$ cat src/rtl/tx_seq_pkg.sv
// Shared types and constants for the transmit sequencer.
package tx_seq_pkg;

  localparam int unsigned IqWidth  = 18;
  localparam int unsigned PhiWidth = 32;

  typedef enum logic [2:0] {
    StIdle,
    StLead,
    StRampUp,
    StOn,
    StRampDown,
    StTail
  } tx_state_e;

  // Tuning-word updates are only allowed where the carrier envelope is flat.
  function automatic logic phi_update_ok(tx_state_e st);
    return !((st == StRampUp) || (st == StRampDown));
  endfunction

endpackage

$ cat src/rtl/tx_gain_mult.sv
// Two-stage signed sample x unsigned gain scaler: product register, then floor shift.
module tx_gain_mult
  import tx_seq_pkg::*;
#(
  parameter int unsigned RampBits = 10
) (
  input  logic                       clk_i,
  input  logic                       rst_i,
  input  logic signed [IqWidth-1:0]  sample_i,
  input  logic        [RampBits:0]   gain_i,
  output logic signed [IqWidth-1:0]  scaled_o
);

  localparam int unsigned ProdW = IqWidth + RampBits + 2;

  logic signed [ProdW-1:0]   sample_ext;
  logic signed [ProdW-1:0]   gain_ext;
  logic signed [ProdW-1:0]   prod_d, prod_q;
  logic signed [IqWidth-1:0] scaled_d, scaled_q;

  always_comb begin
    sample_ext = {{(ProdW - IqWidth){sample_i[IqWidth-1]}}, sample_i};
    gain_ext   = {{(ProdW - RampBits - 1){1'b0}}, gain_i};
    prod_d     = sample_ext * gain_ext;
    // Arithmetic shift floors toward -inf; unity gain returns the sample exactly.
    scaled_d   = IqWidth'(prod_q >>> RampBits);
  end

  always_ff @(posedge clk_i) begin
    if (rst_i) begin
      prod_q   <= '0;
      scaled_q <= '0;
    end else begin
      prod_q   <= prod_d;
      scaled_q <= scaled_d;
    end
  end

  assign scaled_o = scaled_q;

endmodule

$ cat src/rtl/tx_seq_ctrl.sv
// TX sequencer: PA lead/tail timing, linear carrier gain ramp, I/Q scaling and
// tuning-word updates deferred until the envelope is flat.
module tx_seq_ctrl
  import tx_seq_pkg::*;
#(
  parameter int unsigned RampBits = 10,
  parameter int unsigned RampDiv  = 1,
  parameter int unsigned PaLead   = 64,
  parameter int unsigned PaTail   = 64
) (
  input  logic                       clk_i,
  input  logic                       rst_i,
  input  logic                       tx_req_i,
  input  logic        [PhiWidth-1:0] phi_in_i,
  input  logic                       phi_load_i,
  input  logic signed [IqWidth-1:0]  i_in_i,
  input  logic signed [IqWidth-1:0]  q_in_i,
  output logic signed [IqWidth-1:0]  i_data_o,
  output logic signed [IqWidth-1:0]  q_data_o,
  output logic        [PhiWidth-1:0] phi_o,
  output logic                       pa_en_o,
  output logic                       tx_active_o,
  output logic                       ramp_busy_o
);

  localparam logic [RampBits:0] GainFull = {1'b1, {RampBits{1'b0}}};
  localparam logic [15:0]       LeadLoad = 16'(PaLead - 1);
  localparam logic [15:0]       TailLoad = 16'(PaTail - 1);
  localparam logic [15:0]       DivLast  = 16'(RampDiv - 1);

  tx_state_e state_d, state_q;
  logic [15:0]         cnt_d, cnt_q;
  logic [15:0]         presc_d, presc_q;
  logic [RampBits:0]   g_d, g_q, g_dly_q;
  logic [PhiWidth-1:0] pend_d, pend_q;
  logic                pend_vld_d, pend_vld_q;
  logic [PhiWidth-1:0] phi_d, phi_q;
  logic                pa_en_d, pa_en_q;
  logic                tx_active_d, tx_active_q;
  logic                ramp_busy_d, ramp_busy_q;
  logic                tick;

  assign tick = (presc_q == DivLast);

  always_comb begin
    state_d = state_q;
    cnt_d   = cnt_q;
    g_d     = g_q;
    unique case (state_q)
      StIdle: begin
        g_d = '0;
        if (tx_req_i) begin
          state_d = StLead;
          cnt_d   = LeadLoad;
        end
      end
      StLead: begin
        if (!tx_req_i) begin
          state_d = StTail;
          cnt_d   = TailLoad;
        end else if (cnt_q == '0) begin
          state_d = StRampUp;
        end else begin
          cnt_d = cnt_q - 16'd1;
        end
      end
      StRampUp: begin
        // A direction change holds g for the transition cycle: at most one step per tick.
        if (!tx_req_i) begin
          state_d = StRampDown;
        end else if (tick) begin
          g_d = g_q + 1'b1;
          if (g_d == GainFull) state_d = StOn;
        end
      end
      StOn: begin
        g_d = GainFull;
        if (!tx_req_i) state_d = StRampDown;
      end
      StRampDown: begin
        if (tx_req_i) begin
          state_d = StRampUp;
        end else if (tick) begin
          g_d = g_q - 1'b1;
          if (g_d == '0) begin
            state_d = StTail;
            cnt_d   = TailLoad;
          end
        end
      end
      StTail: begin
        if (tx_req_i) begin
          state_d = StRampUp;
        end else if (cnt_q == '0) begin
          state_d = StIdle;
        end else begin
          cnt_d = cnt_q - 16'd1;
        end
      end
      default: state_d = StIdle;
    endcase
  end

  always_comb begin
    presc_d     = ((state_d != state_q) || tick) ? '0 : presc_q + 16'd1;
    pa_en_d     = (state_d != StIdle);
    ramp_busy_d = (state_d == StRampUp) || (state_d == StRampDown);
    tx_active_d = (g_d != '0);

    pend_d     = pend_q;
    pend_vld_d = pend_vld_q;
    phi_d      = phi_q;
    if (phi_load_i) begin
      pend_d     = phi_in_i;
      pend_vld_d = 1'b1;
    end
    // Gate on the next state so the update lands in the first flat-envelope cycle.
    if (phi_update_ok(state_d) && pend_vld_d) begin
      phi_d      = pend_d;
      pend_vld_d = 1'b0;
    end
  end

  always_ff @(posedge clk_i) begin
    if (rst_i) begin
      state_q     <= StIdle;
      cnt_q       <= '0;
      presc_q     <= '0;
      g_q         <= '0;
      g_dly_q     <= '0;
      pend_q      <= '0;
      pend_vld_q  <= 1'b0;
      phi_q       <= '0;
      pa_en_q     <= 1'b0;
      tx_active_q <= 1'b0;
      ramp_busy_q <= 1'b0;
    end else begin
      state_q     <= state_d;
      cnt_q       <= cnt_d;
      presc_q     <= presc_d;
      g_q         <= g_d;
      g_dly_q     <= g_q;
      pend_q      <= pend_d;
      pend_vld_q  <= pend_vld_d;
      phi_q       <= phi_d;
      pa_en_q     <= pa_en_d;
      tx_active_q <= tx_active_d;
      ramp_busy_q <= ramp_busy_d;
    end
  end

  tx_gain_mult #(
    .RampBits (RampBits)
  ) u_mult_i (
    .clk_i    (clk_i),
    .rst_i    (rst_i),
    .sample_i (i_in_i),
    .gain_i   (g_dly_q),
    .scaled_o (i_data_o)
  );

  tx_gain_mult #(
    .RampBits (RampBits)
  ) u_mult_q (
    .clk_i    (clk_i),
    .rst_i    (rst_i),
    .sample_i (q_in_i),
    .gain_i   (g_dly_q),
    .scaled_o (q_data_o)
  );

  assign phi_o       = phi_q;
  assign pa_en_o     = pa_en_q;
  assign tx_active_o = tx_active_q;
  assign ramp_busy_o = ramp_busy_q;

endmodule

$ cat config.mk
export PLATFORM = sky130hd
export DESIGN_NAME = tx_seq_ctrl
export DESIGN_NICKNAME = d
export VERILOG_FILES = /design/src/rtl/tx_seq_pkg.sv /design/src/rtl/tx_gain_mult.sv /design/src/rtl/tx_seq_ctrl.sv
export SDC_FILE = /design/constraint.sdc
export NUM_CORES = 1
export LEC_CHECK = 0
export ABC_AREA = 1
export CAP_MARGIN = 20
export CORE_UTILIZATION = 55
export DETAILED_ROUTE_END_ITERATION = 8
export PLACE_DENSITY = 0.75
export SLEW_MARGIN = 20
export SYNTH_ARGS = -nofsm -noshare
export SYNTH_HDL_FRONTEND = slang
export SYNTH_SLANG_ARGS = --single-unit
$ cat constraint.sdc
create_clock -name clk_i -period 7.44 [get_ports clk_i]
set_input_delay 1.116 -clock clk_i [delete_from_list [all_inputs] [get_ports clk_i]]
set_output_delay 1.116 -clock clk_i [all_outputs]
set_load 0.1 [all_outputs]
Word level (Yosys, flattened, before mapping) --
Index checks and enable logic that the tools add are counted.
Cells by class: $add $sub $neg 4, multipliers 2, eq/ne operators 14, mux-type cells 28, reductions and logical operators 14
Operator list (count):
- $mux W16 | 7
- $pmux W16 S4 | 1
- $mul A18 B12 Y28 | 2
- $mux W11 | 4
- $pmux W11 S4 | 1
- $mux W3 | 12
- $logic_not A16 Y1 | 2
- $mux W32 | 1
- $pmux W3 S6 | 1
- $add A16 B1 Y16 const B | 1
- $sub A16 B1 Y16 const B | 1
- $add A11 B1 Y11 const B | 1
- $eq A11 B11 Y1 const B | 1
- $logic_not A11 Y1 | 1
- $reduce_bool A11 Y1 | 1
- $sub A11 B1 Y11 const B | 1
- $ne A2 B2 Y1 const B | 5
- $eq A3 B2 Y1 const B | 3
- $eq A3 B3 Y1 const B | 3
- $reduce_and A6 Y1 | 1
- $reduce_bool A4 Y1 | 1
- $reduce_or A2 Y1 | 2
- $eq A3 B1 Y1 const B | 1
- $logic_not A3 Y1 | 1
- 6 further kinds | 7
Storage, ports and cells: bits in registers 217, logic and storage cells 77

Longest topological paths before layout --
depth after elaboration 11, mapped depth 26, gate-level depth less buffers 24

Modules after synthesis --
From an unflattened synthesis, not the netlist that was laid out.
Unflattened totals: cells, all modules 3117, area, all modules 22944.5 um2
Modules (own cells, without submodules):
- tx_gain_mult at u_mult_i | times used 1, cells each 1127, area an instance 8386.8 um2, seq. area each 720.7 um2
- tx_gain_mult at u_mult_q | times used 1, cells each 1117, area an instance 8324.2 um2, seq. area each 720.7 um2
- tx_seq_ctrl | times used 1, cells each 873, area an instance 6233.5 um2, seq. area each 2502.4 um2

Worst setup path after synthesis --
Ideal clock, no wire load.
kind input to register, start point in i_in_i[6], end point reg u_mult_i.prod_q[24], arrival 5.588 ns, setup slack 1.738 ns, stages 18, path buffers 1, path through clkbuf_1 > nand2_1 > fa_1 > inv_1 > fa_1 > fa_1 > fa_1 > inv_1 > fa_1 > inv_1 > ha_1 > nand2_1 > nor2_1 > or3b_2 > o21ai_0 > nand2_1 > a21oi_1 > nor2_1
Between the ends: longest elaborated chain between the ends 1
RTL lines:
- start, declared | line tx_seq_ctrl.sv:16 | input logic signed [IqWidth-1:0] i_in_i,
- $mul A18 B12 Y28 | line tx_gain_mult.sv:24 | prod_d = sample_ext * gain_ext;
- end signal, assigned | line tx_gain_mult.sv:34 | prod_q <= prod_d;
- end, declared | line tx_gain_mult.sv:18 | logic signed [ProdW-1:0] prod_d, prod_q;
No other way between the ends. A chain may end at the register's enable or synchronous reset.

Worst setup path in the final report --
start point in i_in_i[9], end point reg u_mult_i.prod_q[24]
Same word-level chain as after synthesis.

==> flow_results.xml <==
<?xml version="1.0" encoding="UTF-8"?>
<metrics>
  <group name="final_layout">
    <metric name="area.growth.synth_to_final" unit="%">9.89</metric>
    <metric name="final_net_count" unit="">3516</metric>
    <metric name="final_layout_size_suffix_gt1_share" unit="%">4.17</metric>
  </group>
  <group name="global_route">
    <metric name="grt_antenna_before_repair" unit="">2</metric>
    <metric name="via_count_of_the_first_global_routing_pass" unit="">19473</metric>
    <metric name="grt_use_met2" unit="%">49.2</metric>
    <metric name="globalRouteMet3Util" unit="%">3.05</metric>
    <metric name="grt_start_max_net_pins" unit="">71</metric>
    <metric name="globalRouteTotalUtil" unit="%">28.1</metric>
    <metric name="grt_first_pass_wirelength" unit="um">93700</metric>
    <metric name="top_usage_layer" unit="">met2</metric>
    <metric name="globalRouteOverflowTotal" unit="">0</metric>
    <metric name="global_route.usage.met1" unit="%">36.2</metric>
  </group>
  <group name="worst_hold_path">
    <metric name="min_path_type" unit="">flip-flop to flip-flop</metric>
    <metric name="holdPathStages" unit="">2</metric>
    <metric name="whs_endpoint" unit="">u_mult_q.scaled_o[13]$_SDFF_PP0_</metric>
    <metric name="holdCritStartpoint" unit="">u_mult_q.prod_q[23]$_SDFF_PP0_</metric>
  </group>
  <group name="pwr">
    <metric name="leakage" unit="uW">0.0128</metric>
    <metric name="power.ir.vdd_worst" unit="V">0.000149</metric>
    <metric name="total_power" unit="uW">2970</metric>
    <metric name="power.density" unit="mW/mm2">121</metric>
  </group>
  <group name="die">
    <metric name="start_util" unit="%">56.1</metric>
    <metric name="dieWidth" unit="um">204</metric>
    <metric name="design.portCount" unit="">143</metric>
    <metric name="dieArea" unit="mm2">0.0415</metric>
    <metric name="standard_cell_rows" unit="">73</metric>
    <metric name="die_h" unit="um">204</metric>
    <metric name="core" unit="mm2">0.0399</metric>
  </group>
  <group name="yosys">
    <metric name="yosysTopAreaCellShare" unit="%">30.4</metric>
    <metric name="mean_instance_size_in_the_synthesized_netlist" unit="um2">7.63</metric>
    <metric name="synth.top_cells.by_area" unit="">fa_1 30%, dfxtp_1 18%, nand2_1 11%, inv_1 11%, ha_1 6.8%</metric>
    <metric name="synth_fp_nets" unit="">3468</metric>
    <metric name="post_synthesis_sequential_element_count" unit="">197</metric>
    <metric name="yosysTopAreaCell" unit="">fa_1</metric>
    <metric name="post_synth_num_cell_types" unit="">54</metric>
    <metric name="synthesis.yosys.warnings" unit="">0</metric>
    <metric name="yosys.cell_count.top_type" unit="">nand2_1</metric>
    <metric name="synth-async-reset-ratio" unit="%">0</metric>
    <metric name="postSynthCellCount" unit="">2935</metric>
    <metric name="synth_seq_area_share" unit="%">17.6</metric>
    <metric name="synth-edff-count" unit="">0</metric>
    <metric name="dominantRegCellSynth" unit="">dfxtp_1</metric>
    <metric name="syn_area" unit="mm2">0.0224</metric>
    <metric name="synth_common_cells" unit="">666 x nand2_1, 663 x inv_1, 340 x fa_1, 273 x nor2_1, 197 x dfxtp_1</metric>
  </group>
  <group name="worst_setup_path">
    <metric name="cpMaxStageDelayCell" unit="">clkdlybuf4s50_1</metric>
    <metric name="worst_stage_delay_on_the_critical_path" unit="ns">0.75</metric>
    <metric name="crit_path_end_kind" unit="">flip-flop</metric>
    <metric name="class_of_the_most_critical_setup_path" unit="">input port to flip-flop</metric>
    <metric name="rr_startpoint" unit="">g_dly_q[6]$_SDFF_PP0_</metric>
    <metric name="critical_path_required" unit="ns">7.78</metric>
    <metric name="setup.reg_to_reg.worst_slack" unit="ns">1.33</metric>
    <metric name="cp_bufs_invs" unit="">4</metric>
    <metric name="worstSetupStartpointType" unit="">input port</metric>
    <metric name="rr_worst_depth" unit="">18</metric>
    <metric name="critical_path.most_common_cell" unit="">fa_1</metric>
    <metric name="worstPathArrival" unit="ns">6.48</metric>
    <metric name="regToRegEndpoint" unit="">u_mult_i.prod_q[24]$_SDFF_PP0_</metric>
    <metric name="largest_delay_contributor_family_on_the_critical_path" unit="">adder cells</metric>
    <metric name="worstPathMaxFanout" unit="">11</metric>
    <metric name="critical_path.cell_chain" unit="">clkdlybuf4s50_1, nand2_1, fa_1, inv_1, fa_1, fa_1, fa_1, inv_1, fa_1, inv_1, ha_1, nand2_1, nor2_1, or3b_2, o21ai_0, nand2_1, a21oi_1, nor2_1</metric>
  </group>
  <group name="timing">
    <metric name="max_freq" unit="MHz">163</metric>
    <metric name="min_period" unit="ns">6.14</metric>
    <metric name="setup_tns" unit="ns">0</metric>
    <metric name="final.setup.worst_slack" unit="ns">1.30</metric>
    <metric name="unrepaired_setup_endpoints_after_global_routing" unit="">no</metric>
    <metric name="slew_viol_final" unit="">0</metric>
    <metric name="hold_viol_final" unit="">0</metric>
    <metric name="slew-limit-headroom" unit="%">23.6</metric>
    <metric name="worst_slew_pin_slew" unit="ns">1.13</metric>
    <metric name="finalCritPeriodShare" unit="%">82.6</metric>
    <metric name="fin_worst_skew" unit="ns">0.0235</metric>
    <metric name="setup_viol" unit="">0</metric>
  </group>
  <group name="routing">
    <metric name="wirelength" unit="um">55300</metric>
    <metric name="wl_per_cell" unit="um">15.7</metric>
    <metric name="drc_errors" unit="">0</metric>
    <metric name="vias_cell" unit="">5.30</metric>
    <metric name="via_count" unit="">18651</metric>
    <metric name="final_antenna_net_count" unit="">0</metric>
    <metric name="1st_pass_router_iterations" unit="">6</metric>
    <metric name="drt_iter0_markers" unit="">1383</metric>
  </group>
  <group name="cts">
    <metric name="cts.repair.resized" unit="">0</metric>
    <metric name="clkSinkCount" unit="">197</metric>
    <metric name="worst_skew_pair.late_latency" unit="ns">0.46</metric>
    <metric name="tritoncts" unit="">built</metric>
    <metric name="clock_tree.htree_level_count" unit="">4</metric>
    <metric name="number_of_buffers_created_by_cts" unit="">17</metric>
    <metric name="cts_hold_buffers" unit="">0</metric>
    <metric name="cts_post_setup_buffers_inserted" unit="">0</metric>
    <metric name="clock_tree.root_cell" unit="">clkbuf_16</metric>
    <metric name="clock_transition_at_the_register_clock_pins_on_the_worst_setup_and_hold_paths_after_cts" unit="ns">0.09</metric>
    <metric name="longest_clk_path_bufs" unit="">2</metric>
  </group>
  <group name="placement">
    <metric name="number_of_port_buffers" unit="">142</metric>
    <metric name="globalplace.congestion" unit="">0.930</metric>
    <metric name="dp_slack" unit="ns">0.854</metric>
    <metric name="hpwl" unit="um">42700</metric>
  </group>
  <group name="job">
    <metric name="cap_viol_max_count" unit="">0</metric>
  </group>
  <group name="status">
    <metric name="run_status" unit="">finished, final reports clean</metric>
  </group>
</metrics>
==> cells by family after synthesis <==
kind of cell	count (synthesis)	synth area share, %
muxes	32	1.43
AOI/OAI and AO/OA	255	6.63
buffers and inverters	804	14.1
DFF	197	17.6
xor gates and xnor gates	48	1.88
and+or+nand+nor	1138	21.3
adders and majority gates	461	37.1
==> registers in the layout, indices dropped and copies added, names as in the netlist, 11 cells and up <==
register,flops
g_dly_q,11
u_mult_q.prod_q,18
u_mult_i.scaled_o,18
presc_q,16
g_q,11
u_mult_q.scaled_o,18
u_mult_i.prod_q,18
pend_q,32
phi_o,32
cnt_q,16
==> power breakdown <==
group | leakage (uW) | switching, uW | total [uW] | internal (uW)
Sequential | 0.00161 | 47.9 | 1160 | 1110
Clock | 0.000287 | 478 | 933 | 455
Combinational | 0.0109 | 612 | 879 | 267
Total | 0.0128 | 1140 | 2970 | 1840
==> worst reg2reg max path, delay by kind of cell (launching register included) <==
family                   cells  cell delay, ns
flip-flops                   1            0.98
adder cells (fa/ha/maj)      6            2.88
AO/OA/AOI/OAI                2            0.55
buffers and inverters        4            0.59
AND/OR/NAND/NOR              6            1.00
==> layout make-up <==
class                           instances  area (um2)
Multi-Input combinational cell       1934       15300
Fill cell                            3492       15300
Sequential cell                       197        3950
Inverter                              670        2510
Timing Repair Buffer                  163        1580
Tap cell                              525         657
Clock buffer                           17         425
Clock inverter                         15         181
Antenna cell                            1        2.50
==> per-layer routing <==
| metal | share of wire (%) | wire length [um] |
|---|---|---|
| met5 | 0.022 | 12 |
| met1 | 42 | 23400 |
| met3 | 5.6 | 3090 |
| met2 | 49 | 27300 |
| met4 | 2.6 | 1450 |
==> how the worst max path moves through the flow <==
stage | from | endpoint | cells past startpoint
final | i_in_i[9] | u_mult_i.prod_q[24]$_SDFF_PP0_ | 18
after global routing | i_in_i[8] | u_mult_i.prod_q[20]$_SDFF_PP0_ | 18
after CTS | i_in_i[9] | u_mult_i.prod_q[24]$_SDFF_PP0_ | 18
after detailed placement | i_in_i[9] | u_mult_i.prod_q[24]$_SDFF_PP0_ | 18
after global placement | i_in_i[10] | u_mult_i.prod_q[20]$_SDFF_PP0_ | 18
after floorplan | i_in_i[6] | u_mult_i.prod_q[24]$_SDFF_PP0_ | 18
==> placed cells by master, fill, tap and decap left out, types with 29 or more instances in the layout <==
cell,synthesis,layout
fa_1,340,340
dfxtp_1,197,195
a21oi_1,133,133
clkdlybuf4s50_1,0,140
nand3_1,90,90
o21ai_0,54,54
nand2_1,666,666
mux2i_1,32,32
ha_1,121,121
nor3_1,29,29
nor2_1,273,273
inv_1,663,663
==> through the flow <==
stage / hold slack [ns] / util [%] / std cells / area (um2)
after global placement: 0.392 / 60.1 / 3488 / 24000
after global routing: 0.414 / 61.7 / 3522 / 24600
after floorplan: 0.388 / - / 2935 / 22400
final: 0.378 / 61.7 / 3522 / 24600
after detailed placement: 0.395 / 60.1 / 3488 / 24000
after CTS: 0.384 / 61.6 / 3520 / 24600
No activity file was read; power rests on OpenSTA's default activity.
